$ cat src/rtl/sgt_max_scan.sv
// sgt_max_scan: framed signed running-maximum scanner with argmax; define SGT_MAX_SCAN_CNT_EN to add the O_cnt frame sample count
module sgt_max_scan #(
    parameter int WIDTH     = 2,
    parameter int IDX_WIDTH = 8
) (
    input  logic                 CLK,
    input  logic                 RESET,
    input  logic [WIDTH-1:0]     I,
    input  logic                 I_valid,
    output logic                 I_ready,
    input  logic                 I_last,
    output logic [WIDTH-1:0]     O,
    output logic [IDX_WIDTH-1:0] O_idx,
    output logic                 O_valid,
    input  logic                 O_ready
`ifdef SGT_MAX_SCAN_CNT_EN
    ,
    output logic [IDX_WIDTH-1:0] O_cnt
`endif
);
    typedef enum logic [1:0] {IDLE, SCAN, HOLD} state_t;
    localparam logic [IDX_WIDTH-1:0] ONE = 1;
    state_t               state;
    logic [IDX_WIDTH-1:0] pos;
    assign I_ready = (state != HOLD) & !RESET;
    // frame FSM: O doubles as the running maximum, only ties-or-less keep the earlier position
    always_ff @(posedge CLK) begin
        if (RESET) begin
            state   <= IDLE;
            O       <= '0;
            O_idx   <= '0;
            O_valid <= 1'b0;
            pos     <= '0;
        end else begin
            case (state)
                IDLE: if (I_valid) begin
                    O       <= I;
                    O_idx   <= '0;
                    pos     <= ONE;
                    state   <= I_last ? HOLD : SCAN;
                    O_valid <= I_last;
                end
                SCAN: if (I_valid) begin
                    if ($signed(I) > $signed(O)) begin
                        O     <= I;
                        O_idx <= pos;
                    end
                    pos     <= pos + ONE;
                    state   <= I_last ? HOLD : SCAN;
                    O_valid <= I_last;
                end
                HOLD: if (O_ready) begin
                    state   <= IDLE;
                    O_valid <= 1'b0;
                end
                default: begin
                    state   <= IDLE;
                    O_valid <= 1'b0;
                end
            endcase
        end
    end
`ifdef SGT_MAX_SCAN_CNT_EN
    // saturating count of samples accepted in the current frame
    always_ff @(posedge CLK) begin
        if (RESET)
            O_cnt <= '0;
        else if (I_valid && state == IDLE)
            O_cnt <= ONE;
        else if (I_valid && state == SCAN)
            O_cnt <= (O_cnt == '1) ? O_cnt : O_cnt + ONE;
    end
`endif
endmodule

$ cat config.mk
export PLATFORM = sky130hd
export DESIGN_NAME = sgt_max_scan
export DESIGN_NICKNAME = d
export VERILOG_FILES = /design/src/rtl/sgt_max_scan.sv
export SDC_FILE = /design/constraint.sdc
export NUM_CORES = 1
export LEC_CHECK = 0
export BUFFER_PORTS_ARGS = -buffer_cell sky130_fd_sc_hd__buf_2
export CAP_MARGIN = 5
export CORE_ASPECT_RATIO = 0.7
export CORE_MARGIN = 3
export CORE_UTILIZATION = 30
export CTS_CLUSTER_DIAMETER = 150
export DETAILED_ROUTE_END_ITERATION = 8
export GPL_ROUTABILITY_DRIVEN = 0
export SLEW_MARGIN = 0
export SYNTH_ARGS = -nofsm -noshare
export SYNTH_HDL_FRONTEND = slang
export SYNTH_SLANG_ARGS = --single-unit
$ cat constraint.sdc
create_clock -name CLK -period 2.1 [get_ports CLK]
set_clock_uncertainty 0.15 [all_clocks]
set_input_delay 0.21 -clock CLK [delete_from_list [all_inputs] [get_ports CLK]]
set_output_delay 0.21 -clock CLK [all_outputs]
set_load 0.01 [all_outputs]
Word level (Yosys, flattened, before mapping)
Cells that the tools add are included.
Cells by class
  add/subtract/negate cells: 1
  $lt $le $gt $ge: 1
  eq/ne operators: 8
  muxes and demuxes: 18
  bitwise logic cells: 1
  reduce and logical (&&, ||, !) cells: 7
Operators with widths (number)
  $mux 8: 5
  $pmux 8 s2: 2
  $mux 2: 6
  $ne 2x2->1 const B: 5
  $add 8x1->8 const B: 1
  $pmux 2 s2: 2
  $reduce_and 4->1: 1
  $reduce_and 3->1: 1
  $eq 2x1->1 const B: 1
  $eq 2x2->1 const B: 1
  $gt 2x2->1: 1
  $logic_not 2->1: 1
  $mux 1: 2
  $ne 2x1->1 const B: 1
  $pmux 1 s2: 1
  $reduce_and 2->1: 1
  $reduce_bool 2->1: 1
  $reduce_or 2->1: 1
  $and 1x1->1: 1
  $logic_not 1->1: 1
Word-level totals
  bits in registers: 21
  input port bits: 7
  output and inout bits: 12
  logic and storage cells: 41

Depth between registers and ports, before layout
Gate-level depths: netlist (run 1).
  word-level depth: 4
  mapped depth: 8
  gate-level depth less buffers: 7

Least setup slack after synthesis (run 1)
OpenSTA, ideal clock, no wires.
  path type: flip-flop to flip-flop
  from: register O[0]
  to: register O_idx[0]
  library setup time: 0.072 ns
  arrival time: 1.592 ns
  required time: 1.878 ns
  slack: 0.286 ns
  cell stages (with the launch flop): 8
  buffers on the path: 1
  period minus slack after synthesis: 1.814 ns
  path through: dfxtp_1 > ha_1 > inv_1 > fa_1 > a21bo_2 > a21o_1 > buf_2 > mux2i_1
Between the ends
  word-level cells in the longest chain between the ends: 3
Ends and longest elaborated chain
  start: declaration: RTL line 12  | output logic [WIDTH-1:0] O,
  start signal: assignment: RTL line 30  | O <= '0;
  start signal: assignment: RTL line 37  | O <= I;
  start signal: assignment: RTL line 45  | O <= I;
  $gt 2x2->1: RTL line 44  | if ($signed(I) > $signed(O)) begin
  $ne 2x2->1 (no line)
  $reduce_and 4->1 (no line)
  end signal: assignment: RTL line 46  | O_idx <= pos;
  end: declaration: RTL line 13  | output logic [IDX_WIDTH-1:0] O_idx,
Every way passes these cells.
A chain may end at the register's enable or synchronous reset.

Worst setup path after layout (run 1)
  from: register O[0]
  to: register O_idx[6]
Same word-level chain as after synthesis.

==> impl_metrics.csv, run 1 <==
group,metric,value,unit
cells_and_area,final_layout_size_suffix_gt1_share,20.5,%
critical_path,cp_num_buf_inv,1,
routing,firstDrtPassIters,4,
clock_network,clk_pin_slew_worst_paths,0.07,ns
critical_path,crit_slowest_cell,"a21o_1",
clock_network,numCtsBuffers,3,
synth,synth_flop_cell,"dfxtp_1",
floorplan,io_pins,19,
sta,finalSetupViolations,0,
synth,yosysSeqAreaShare,41.8,%
floorplan,start_util,32.7,%
clock_network,clockBufferDepth,2,
sta,fmax,522,MHz
synth,ys_warn_count,0,
sta,layout_min_cycle_time,1.91,ns
synth,synth.avg_cell_area,8.86,µm²
sta,setup_tns,0,ns
clock_network,cts_hold_buf,0,
flow_run,timing.max_cap.violations,0,
routing,via_per_inst,4.94,
global_routing,antenna_found_initial,0,
sta,rsz0062_at_grt,"false",
power_and_ir_drop,p_leak,0.487,nW
synth,syn_inst,108,
sta,tightest_slew,0.395,ns
routing,vias,805,
critical_path,path_class,"reg -> reg",
synth,synth_top_area_share,41.8,%
synth,async_flop_share,0,%
critical_path,path_cells,"ha_1, inv_1, fa_1, a21bo_2, a21o_1, mux2i_1",
clock_network,post-cts-setup-buffers,0,
cells_and_area,n_antenna_cell,0,
critical_path,cp_max_fo,8,
floorplan,core-area,2920,µm²
clock_network,cts-root-buf,"clkbuf_8",
synth,syn_nets,119,
floorplan,die_h,53.3,µm
sta,slew_violations,0,
synth,ys_top_cells_by_area,"dfxtp_1 42%, mux2i_1 9.4%, nand2_1 8.6%, a21oi_1 4.7%, ha_1 3.9%",
sta,whs,0.0214,ns
clock_network,cts_resized,0,
synth,synth.distinct_cells,29,
hold_path,worstHoldPathType,"in -> reg",
power_and_ir_drop,power_density,665,nW/µm²
routing,wl_per_cell,11.7,µm
critical_path,path_delay_family,"compound AO/OA/AOI/OAI gates",
placed_design,io_buffers,18,
synth,synth_edf_count,0,
critical_path,max_stage_delay,0.36,ns
sta,worst_slack,0.185,ns
sta,relSlewSlack,73.6,%
synth,synth_area,957,µm²
cells_and_area,seq_area,400,µm²
routing,wl,1900,µm
routing,ant_nets,0,
cells_and_area,final_nets,139,
clock_network,clk_latency,0.25,ns
sta,finalHoldViolCount,0,
placed_design,dp_slack,0.157,ns
synth,synth_top_area_cell,"dfxtp_1",
global_routing,grt_pass1_vias,747,
clock_network,cts_tree,"done",
floorplan,die_w,73.5,µm
critical_path,arrival,1.95,ns
clock_network,cts.sinks,20,
global_routing,grt_pass1_wl,3260,µm
clock_network,htree_levels,1,
cells_and_area,multi_input_area,504,µm²
floorplan,rows,16,
routing,drtIter0Drc,27,
floorplan,die_area,3920,µm²
global_routing,grt_max_degree,12,
cells_and_area,nFillCells,322,
critical_path,cp.required,2.13,ns
power_and_ir_drop,ir_drop,243,µV
sta,timing.final.crit_share,91.2,%
global_routing,overflow,0,
cells_and_area,syn_to_final_growth,19.1,%
critical_path,cp-end-kind,"flip-flop",
global_routing,grt_usage,10.7,%
synth,synth-seq-cells,20,
routing,drc,0,
status,status,"finished clean",
critical_path,crit_path_start_kind,"flip-flop",
placed_design,dp_hpwl,1460,µm
[report_power, final]
| group | leakage (nW) | internal (mW) | switching (mW) |
|---|---|---|---|
| registers | 0.162 | 0.387 | 0.0109 |
| clock network | 0.0288 | 0.167 | 0.119 |
| logic | 0.296 | 0.0334 | 0.0412 |
| total | 0.487 | 0.587 | 0.171 |
[kinds of logic after synthesis]
group	count (synthesis)	synth area share [%]
muxes	9	9.41
adders and majority gates	4	6.01
AOI/OAI and AO/OA	22	15.0
DFF	20	41.8
buffers and inverters	13	5.49
and+or+nand+nor	39	21.3
xor gates and xnor gates	1	0.915
[cells in the mapped netlist (all sizes together) (2+ instances only)]
master / count
inv: 8
clkbuf: 2
o31ai: 5
o21ai: 2
nor2: 3
or4: 3
ha: 3
nand2: 22
mux2i: 9
nand3b: 3
buf: 3
dfxtp: 20
a21oi: 9
nand3: 2
[path summary, 6_finish.rpt]
kind | start | end | slack, ns | cells after the start
worst max-delay path | O[0]$_SDFFE_PP0P_ | O_idx[6]$_SDFFE_PP0P_ | 0.19 | 6
worst min-delay path | I_last | state[0]$_SDFFE_PP0P_ | 0.02 | 2
worst max register to register | O[0]$_SDFFE_PP0P_ | O_idx[6]$_SDFFE_PP0P_ | 0.19 | 6
worst min register to register | O_idx[4]$_SDFFE_PP0P_ | O_idx[4]$_SDFFE_PP0P_ | 0.30 | 2
[per-stage QoR]
| step | util (%) | instance area [µm²] | power [mW] | instances |
|---|---|---|---|---|
| finish | 39.0 | 1140 | 0.758 | 163 |
| global route | 39.0 | 1140 | 0.793 | 163 |
| CTS | 39.0 | 1140 | 0.770 | 163 |
| detailed placement | 37.1 | 1080 | 0.482 | 159 |
| global placement | 37.1 | 1080 | 0.479 | 159 |
| floorplan | - | 957 | 0.457 | 108 |
[cells in the final DEF, fill, tap and decap left out]
master / synthesis / final
nand2_1: 22 / 22
dfxtp_1: 20 / 20
buf_2: 3 / 18
a21oi_1: 9 / 9
mux2i_1: 9 / 9
inv_1: 8 / 8
o31ai_1: 5 / 5
clkbuf_8: 0 / 4
or4_1: 3 / 3
nor2_1: 3 / 3
ha_1: 3 / 3
nand3_1: 2 / 2
o21ai_0: 2 / 2
nand3b_1: 2 / 2
buf_4: 0 / 2
nor3b_1: 1 / 1
a21bo_2: 1 / 1
nand2b_1: 1 / 1
a21o_1: 1 / 1
nand3b_4: 1 / 1
or4b_1: 1 / 1
or3_1: 1 / 1
nand4_1: 1 / 1
xor2_1: 1 / 1
nor2b_1: 1 / 1
a31oi_1: 1 / 1
o21a_1: 1 / 1
a2111o_1: 1 / 1
a2111oi_0: 1 / 1
fa_1: 1 / 1
[routing by layer]
metal  GRT usage, %  part of all wire (%)  up-vias
met1           15.0                    52      376
met5              0                     0        -
met3           4.74                   6.8        0
met4          0.904                     0        0
met2           15.6                    41       19
li1               -                     -      410
[sequential cells by signal (all words and copies together) (netlist names)]
name,cells
pos,8
O,2
O_idx,8
O_valid,1
state,1
[final cells by class]
cell class / count / share of cell area, %
clock buffer: 4 / 4.83
tap: 36 / 3.95
sequential: 20 / 35.1
timing repair buffer: 20 / 9.22
inverter: 8 / 2.63
multi-input combinational: 75 / 44.2
Note: power is estimated with default switching activity, not from simulation.
==> run 2: changes to the inputs <==
- CORE_MARGIN: 3 -> 10
- clock period: 2.1 -> 1.6 ns (I/O delays scaled with it)
==> run 2 against run 1 <==
The flow now finishes with violations (setup timing); cell area increased by 10%; non-clock buffer count increased by 7; largest cell class unchanged; highest routed layer is now met4; first-iteration DRC count up 140%; critical path depth is 1 higher; sequential power up 31%; cell count increased by 5.5%; sequential share of layout area down 2.8 points; routed wire length is 12% higher; register-to-register slack got worse by 0.29 ns.
==> impl_metrics.csv, run 2 (synthesis gave the netlist of run 1 again) <==
group,metric,value,unit
status,status,"finished with violations",
status,violations,"setup timing",
cells_and_area,nFillCells,320,
floorplan,die_h,67.3,µm
placed_design,dp_slack,-0.141,ns
critical_path,r2r_cells,7,
routing,ant_nets,0,
cells_and_area,layout_commonest_cell,"nand2_1",
sta,tightest_slew,0.348,ns
critical_path,cp_max_fo,8,
floorplan,die_w,87.5,µm
routing,drtIter0Drc,65,
clock_network,clockBufferDepth,2,
sta,fmax,588,MHz
clock_network,clk_pin_slew_worst_paths,0.08,ns
critical_path,r2r-end,"O_idx[2]$_SDFFE_PP0P_",
cells_and_area,finalNonFillerCells,172,
sta,worst_slack,-0.102,ns
sta,timing.final.crit_share,106,%
critical_path,cp.required,1.64,ns
critical_path,timing.rr.start,"O[0]$_SDFFE_PP0P_",
critical_path,cp_num_buf_inv,2,
routing,firstDrtPassIters,4,
placed_design,io_buffers,18,
critical_path,path_cells,"ha_4, inv_2, fa_2, a21bo_4, a21o_1, buf_12, mux2i_1",
global_routing,grt_pass1_wl,3630,µm
global_routing,grt_usage,7.53,%
cells_and_area,syn_to_final_growth,31.2,%
global_routing,grt_max_degree,13,
floorplan,io_pins,19,
flow_run,timing.max_cap.violations,0,
sta,whs,0.0127,ns
sta,rsz0062_at_grt,"true",
critical_path,max_stage_delay,0.35,ns
placed_design,dp_hpwl,1590,µm
sta,relSlewSlack,76.2,%
power_and_ir_drop,power_density,931,nW/µm²
critical_path,path_class,"reg -> reg",
routing,wl,2130,µm
floorplan,start_util,30.8,%
global_routing,grt_pass1_vias,799,
clock_network,cts_tree,"done",
power_and_ir_drop,p_leak,0.535,nW
floorplan,core-area,3110,µm²
cells_and_area,n_antenna_cell,0,
cells_and_area,seq_area,407,µm²
critical_path,crit_start,"O[0]$_SDFFE_PP0P_",
cells_and_area,multi_input_area,526,µm²
global_routing,overflow,0,
placed_design,place_area,1140,µm²
critical_path,crit_slowest_cell,"dfxtp_2",
critical_path,crit_cells,7,
cells_and_area,final_nets,146,
cells_and_area,final_core_util,40.5,%
critical_path,r2r_slack,-0.10,ns
clock_network,htree_levels,1,
cells_and_area,top_regs,"O_idx: 8 flops, pos: 8 flops, O: 2 flops",
sta,layout_min_cycle_time,1.70,ns
sta,finalSetupViolations,9,
floorplan,die_area,5890,µm²
routing,vias,798,
cells_and_area,final_layout_size_suffix_gt1_share,27.6,%
global_routing,antenna_found_initial,0,
sta,slew_violations,0,
critical_path,crit_path_start_kind,"flip-flop",
critical_path,path_delay_family,"adder cells",
floorplan,rows,17,
sta,finalHoldViolCount,0,
clock_network,clk_latency,0.26,ns
placed_design,dpl.cell_count,165,
cells_and_area,final_cell_mix,"22 x nand2_1, 18 x buf_2, 17 x dfxtp_1, 9 x a21oi_1, 9 x mux2i_1",
clock_network,numCtsBuffers,3,
power_and_ir_drop,ir_drop,449,µV
critical_path,cp-end-kind,"flip-flop",
critical_path,arrival,1.74,ns
routing,wl_per_cell,12.4,µm
critical_path,crit_end,"O_idx[2]$_SDFFE_PP0P_",
routing,via_per_inst,4.64,
routing,drc,0,
cells_and_area,final_area,1260,µm²
clock_network,cts-root-buf,"clkbuf_8",
hold_path,worstHoldPathType,"in -> reg",
clock_network,cts.sinks,20,
## run 2: changes by cell type in the layout (fill, tap and decap cells not counted), sizes merged
cell	change
buf	+5
bufinv	+1
clkbuf	-1
dlygate4sd3	+2
## run 2: what timing repair did
item | CTS | global route
buffers inserted | 1 | 0
hold endpoints to repair | 2 | 0
hold buffers | 2 | 0
pin swaps | 1 | 0
endpoints found under the setup margin | 10 | 12
resized for setup | 2 | 2
## run 2: metal layers
metal  up-vias  wire length, µm  track usage, %
li1        425                -               -
met2        14              922            11.7
met4         0               29            2.38
met3         2              148            3.00
met1       357             1020            9.39
met5         -                0               0
## run 2: cell type report
type / count / area share (%)
Multi-Input combinational cell: 75 / 41.8
Sequential cell: 20 / 32.4
Timing Repair Buffer: 27 / 13.9
Tap cell: 38 / 3.78
Clock buffer: 3 / 3.29
Clock inverter: 1 / 2.39
Inverter: 8 / 2.39
## run 2: tightest hold or removal path: stages
cell,delay (ns)
buf_2,0.07
nor2_1,0.03
nand2_1,0.06
a21oi_1,0.06
## run 2: how the worst min path moves through the flow
stage	startpoint	endpoint	cells after the start
2_1_floorplan	I_last	state[0]$_SDFFE_PP0P_	1
3_3_place_gp	I_last	state[0]$_SDFFE_PP0P_	2
3_5_place_dp	I_last	state[0]$_SDFFE_PP0P_	2
4_1_cts	O_ready	O_valid$_SDFFE_PP0P_	4
5_1_grt	RESET	pos[1]$_SDFFE_PP0P_	2
6_report	O_ready	O_valid$_SDFFE_PP0P_	4
## run 2: per-stage QoR
step | setup TNS (ns) | total power, mW
after floorplan | -0.525 | 0.611
after global placement | -0.663 | 0.653
after detailed placement | -0.955 | 0.654
after CTS | -0.746 | 1.17
after global routing | -1.49 | 1.21
final | -0.665 | 1.17
## run 2: where the power goes
group	total, mW	switching [mW]	internal (mW)
logic	0.131	0.0623	0.0682
registers	0.522	0.0133	0.508
clock network	0.517	0.183	0.334
total	1.17	0.258	0.911
==> run 3: changes to the inputs <==
- clock period: 1.6 -> 1.4 ns (I/O delays scaled with it)
==> run 3 against run 2 <==
The run still ends with setup timing left; total power grew 16%; non-clock buffer count grew 13; cell area grew 15%; routed wire length grew 17%; sequential power grew 14%; sequential share of layout area shrank 3.6 points; fmax grew 1.2%; setup slack lost 0.18 ns; core utilization grew 6.2 points; largest power group unchanged.
==> impl_metrics.csv, run 3 (synthesis gave the netlist of run 1 again) <==
group,metric,value,unit
sta,whs,0.0676,ns
sta,rsz0062_at_grt,"true",
cells_and_area,final_nets,160,
power_and_ir_drop,power_density,938,nW/µm²
routing,firstDrtPassIters,4,
routing,drc,0,
cells_and_area,multi_input_area,601,µm²
clock_network,clk_latency,0.27,ns
status,status,"finished with violations",
cells_and_area,seq_area,417,µm²
cells_and_area,top_regs,"O_idx: 8 flops, pos: 8 flops, O: 2 flops",
clock_network,cts_tree,"done",
sta,layout_min_cycle_time,1.68,ns
critical_path,arrival,1.73,ns
clock_network,cts.sinks,20,
power_and_ir_drop,ir_drop,416,µV
global_routing,grt_pass1_wl,3680,µm
cells_and_area,final_layout_size_suffix_gt1_share,46.6,%
global_routing,overflow,0,
global_routing,grt_max_degree,13,
critical_path,cp_max_fo,8,
global_routing,busiest_layer,"met2",
cells_and_area,n_antenna_cell,0,
cells_and_area,finalNonFillerCells,186,
critical_path,cp.required,1.45,ns
sta,finalSetupViolations,11,
critical_path,crit_slowest_cell,"dfxtp_2",
floorplan,io_pins,19,
critical_path,path_cells,"ha_4, inv_2, fa_2, a21bo_4, a21o_1, buf_12, mux2i_1",
routing,vias,881,
flow_run,timing.max_cap.violations,0,
placed_design,dpl.cell_count,173,
status,violations,"setup timing",
power_and_ir_drop,p_leak,0.610,nW
clock_network,cts-root-buf,"clkbuf_8",
floorplan,core-area,3110,µm²
routing,ant_nets,0,
sta,slew_violations,0,
critical_path,cp-end-kind,"flip-flop",
sta,worst_slack,-0.281,ns
clock_network,numCtsBuffers,3,
floorplan,rows,17,
sta,fmax,595,MHz
critical_path,path_delay_family,"adder cells",
routing,wl,2480,µm
placed_design,dp_hpwl,1680,µm
floorplan,die_w,87.5,µm
global_routing,grt_pass1_vias,835,
placed_design,dp_slack,-0.308,ns
global_routing,grt_use_met3,3.00,%
cells_and_area,syn_to_final_growth,51.5,%
cells_and_area,nFillCells,302,
cells_and_area,final_cell_mix,"21 x nand2_1, 18 x buf_2, 15 x buf_4, 10 x dfxtp_2",
clock_network,clk_pin_slew_worst_paths,0.08,ns
hold_path,worstHoldPathType,"in -> reg",
clock_network,clockBufferDepth,2,
critical_path,path_class,"reg -> reg",
global_routing,grt_use_met1,9.24,%
routing,drtIter0Drc,44,
sta,timing.final.crit_share,120,%
sta,tightest_slew,0.301,ns
critical_path,max_stage_delay,0.36,ns
sta,setup_tns,-2.59,ns
floorplan,die_h,67.3,µm
global_routing,antenna_found_initial,0,
sta,finalHoldViolCount,0,
critical_path,crit_path_start_kind,"flip-flop",
cells_and_area,layout_commonest_cell,"nand2_1",
global_routing,grt_usage,7.78,%
routing,via_per_inst,4.74,
floorplan,die_area,5890,µm²
critical_path,cp_num_buf_inv,2,
global_routing,use_met2,12.2,%
placed_design,io_buffers,18,
clock_network,htree_levels,1,
sta,relSlewSlack,79.4,%
floorplan,start_util,30.8,%
routing,wl_per_cell,13.3,µm
run 3: cell type report:
type / instances / area share [%]
multi-input cells: 76 / 41.4
flip-flops and latches: 20 / 28.7
repair buffers: 40 / 19.6
well taps: 38 / 3.28
clock buffers: 3 / 2.85
clock inverters: 1 / 2.07
inverters: 8 / 2.07
run 3: worst paths after layout:
check                                      startpoint  slack [ns]               endpoint  cells after the start
worst max-delay path                O[0]$_SDFFE_PP0P_       -0.28  O_idx[4]$_SDFFE_PP0P_                      7
worst max register to register      O[0]$_SDFFE_PP0P_       -0.28  O_idx[4]$_SDFFE_PP0P_                      7
worst min register to register  O_idx[6]$_SDFFE_PP0P_        0.31  O_idx[6]$_SDFFE_PP0P_                      2
worst min-delay path                            RESET        0.07    pos[0]$_SDFFE_PP0P_                      3
run 3: metal layers:
layer  share of wire (%)  vias up
met1                  46      403
met5                   0        -
met2                  47       16
met4                0.64        0
met3                 6.1        3
li1                    -      459
run 3: report_power, final:
| group | switching [mW] | internal, mW | total, mW |
|---|---|---|---|
| Sequential | 0.0131 | 0.580 | 0.594 |
| Combinational | 0.0864 | 0.0983 | 0.185 |
| Clock | 0.200 | 0.382 | 0.582 |
| Total | 0.300 | 1.06 | 1.36 |
run 3: worst min-delay path, delay by kind of cell:
kind / cells / cell delay (ns)
compound gates: 2 / 0.15
buf+inv: 1 / 0.15
run 3: through the flow:
stage / util (%) / power [mW] / instance area, µm²
global placement: 38.8 / 0.761 / 1200
CTS: 44.0 / 1.38 / 1370
detailed placement: 38.8 / 0.764 / 1200
floorplan: - / 0.701 / 985
global route: 46.7 / 1.41 / 1450
finish: 46.7 / 1.36 / 1450
run 3: timing repair:
action | in CTS | in global routing
gates cloned | 0 | 1
hold buffers | 5 | 0
resized for setup | 8 | 17
endpoints found under the hold margin | 4 | 0
setup endpoints to repair | 13 | 15
setup buffers | 0 | 3
pin swaps | 3 | 3
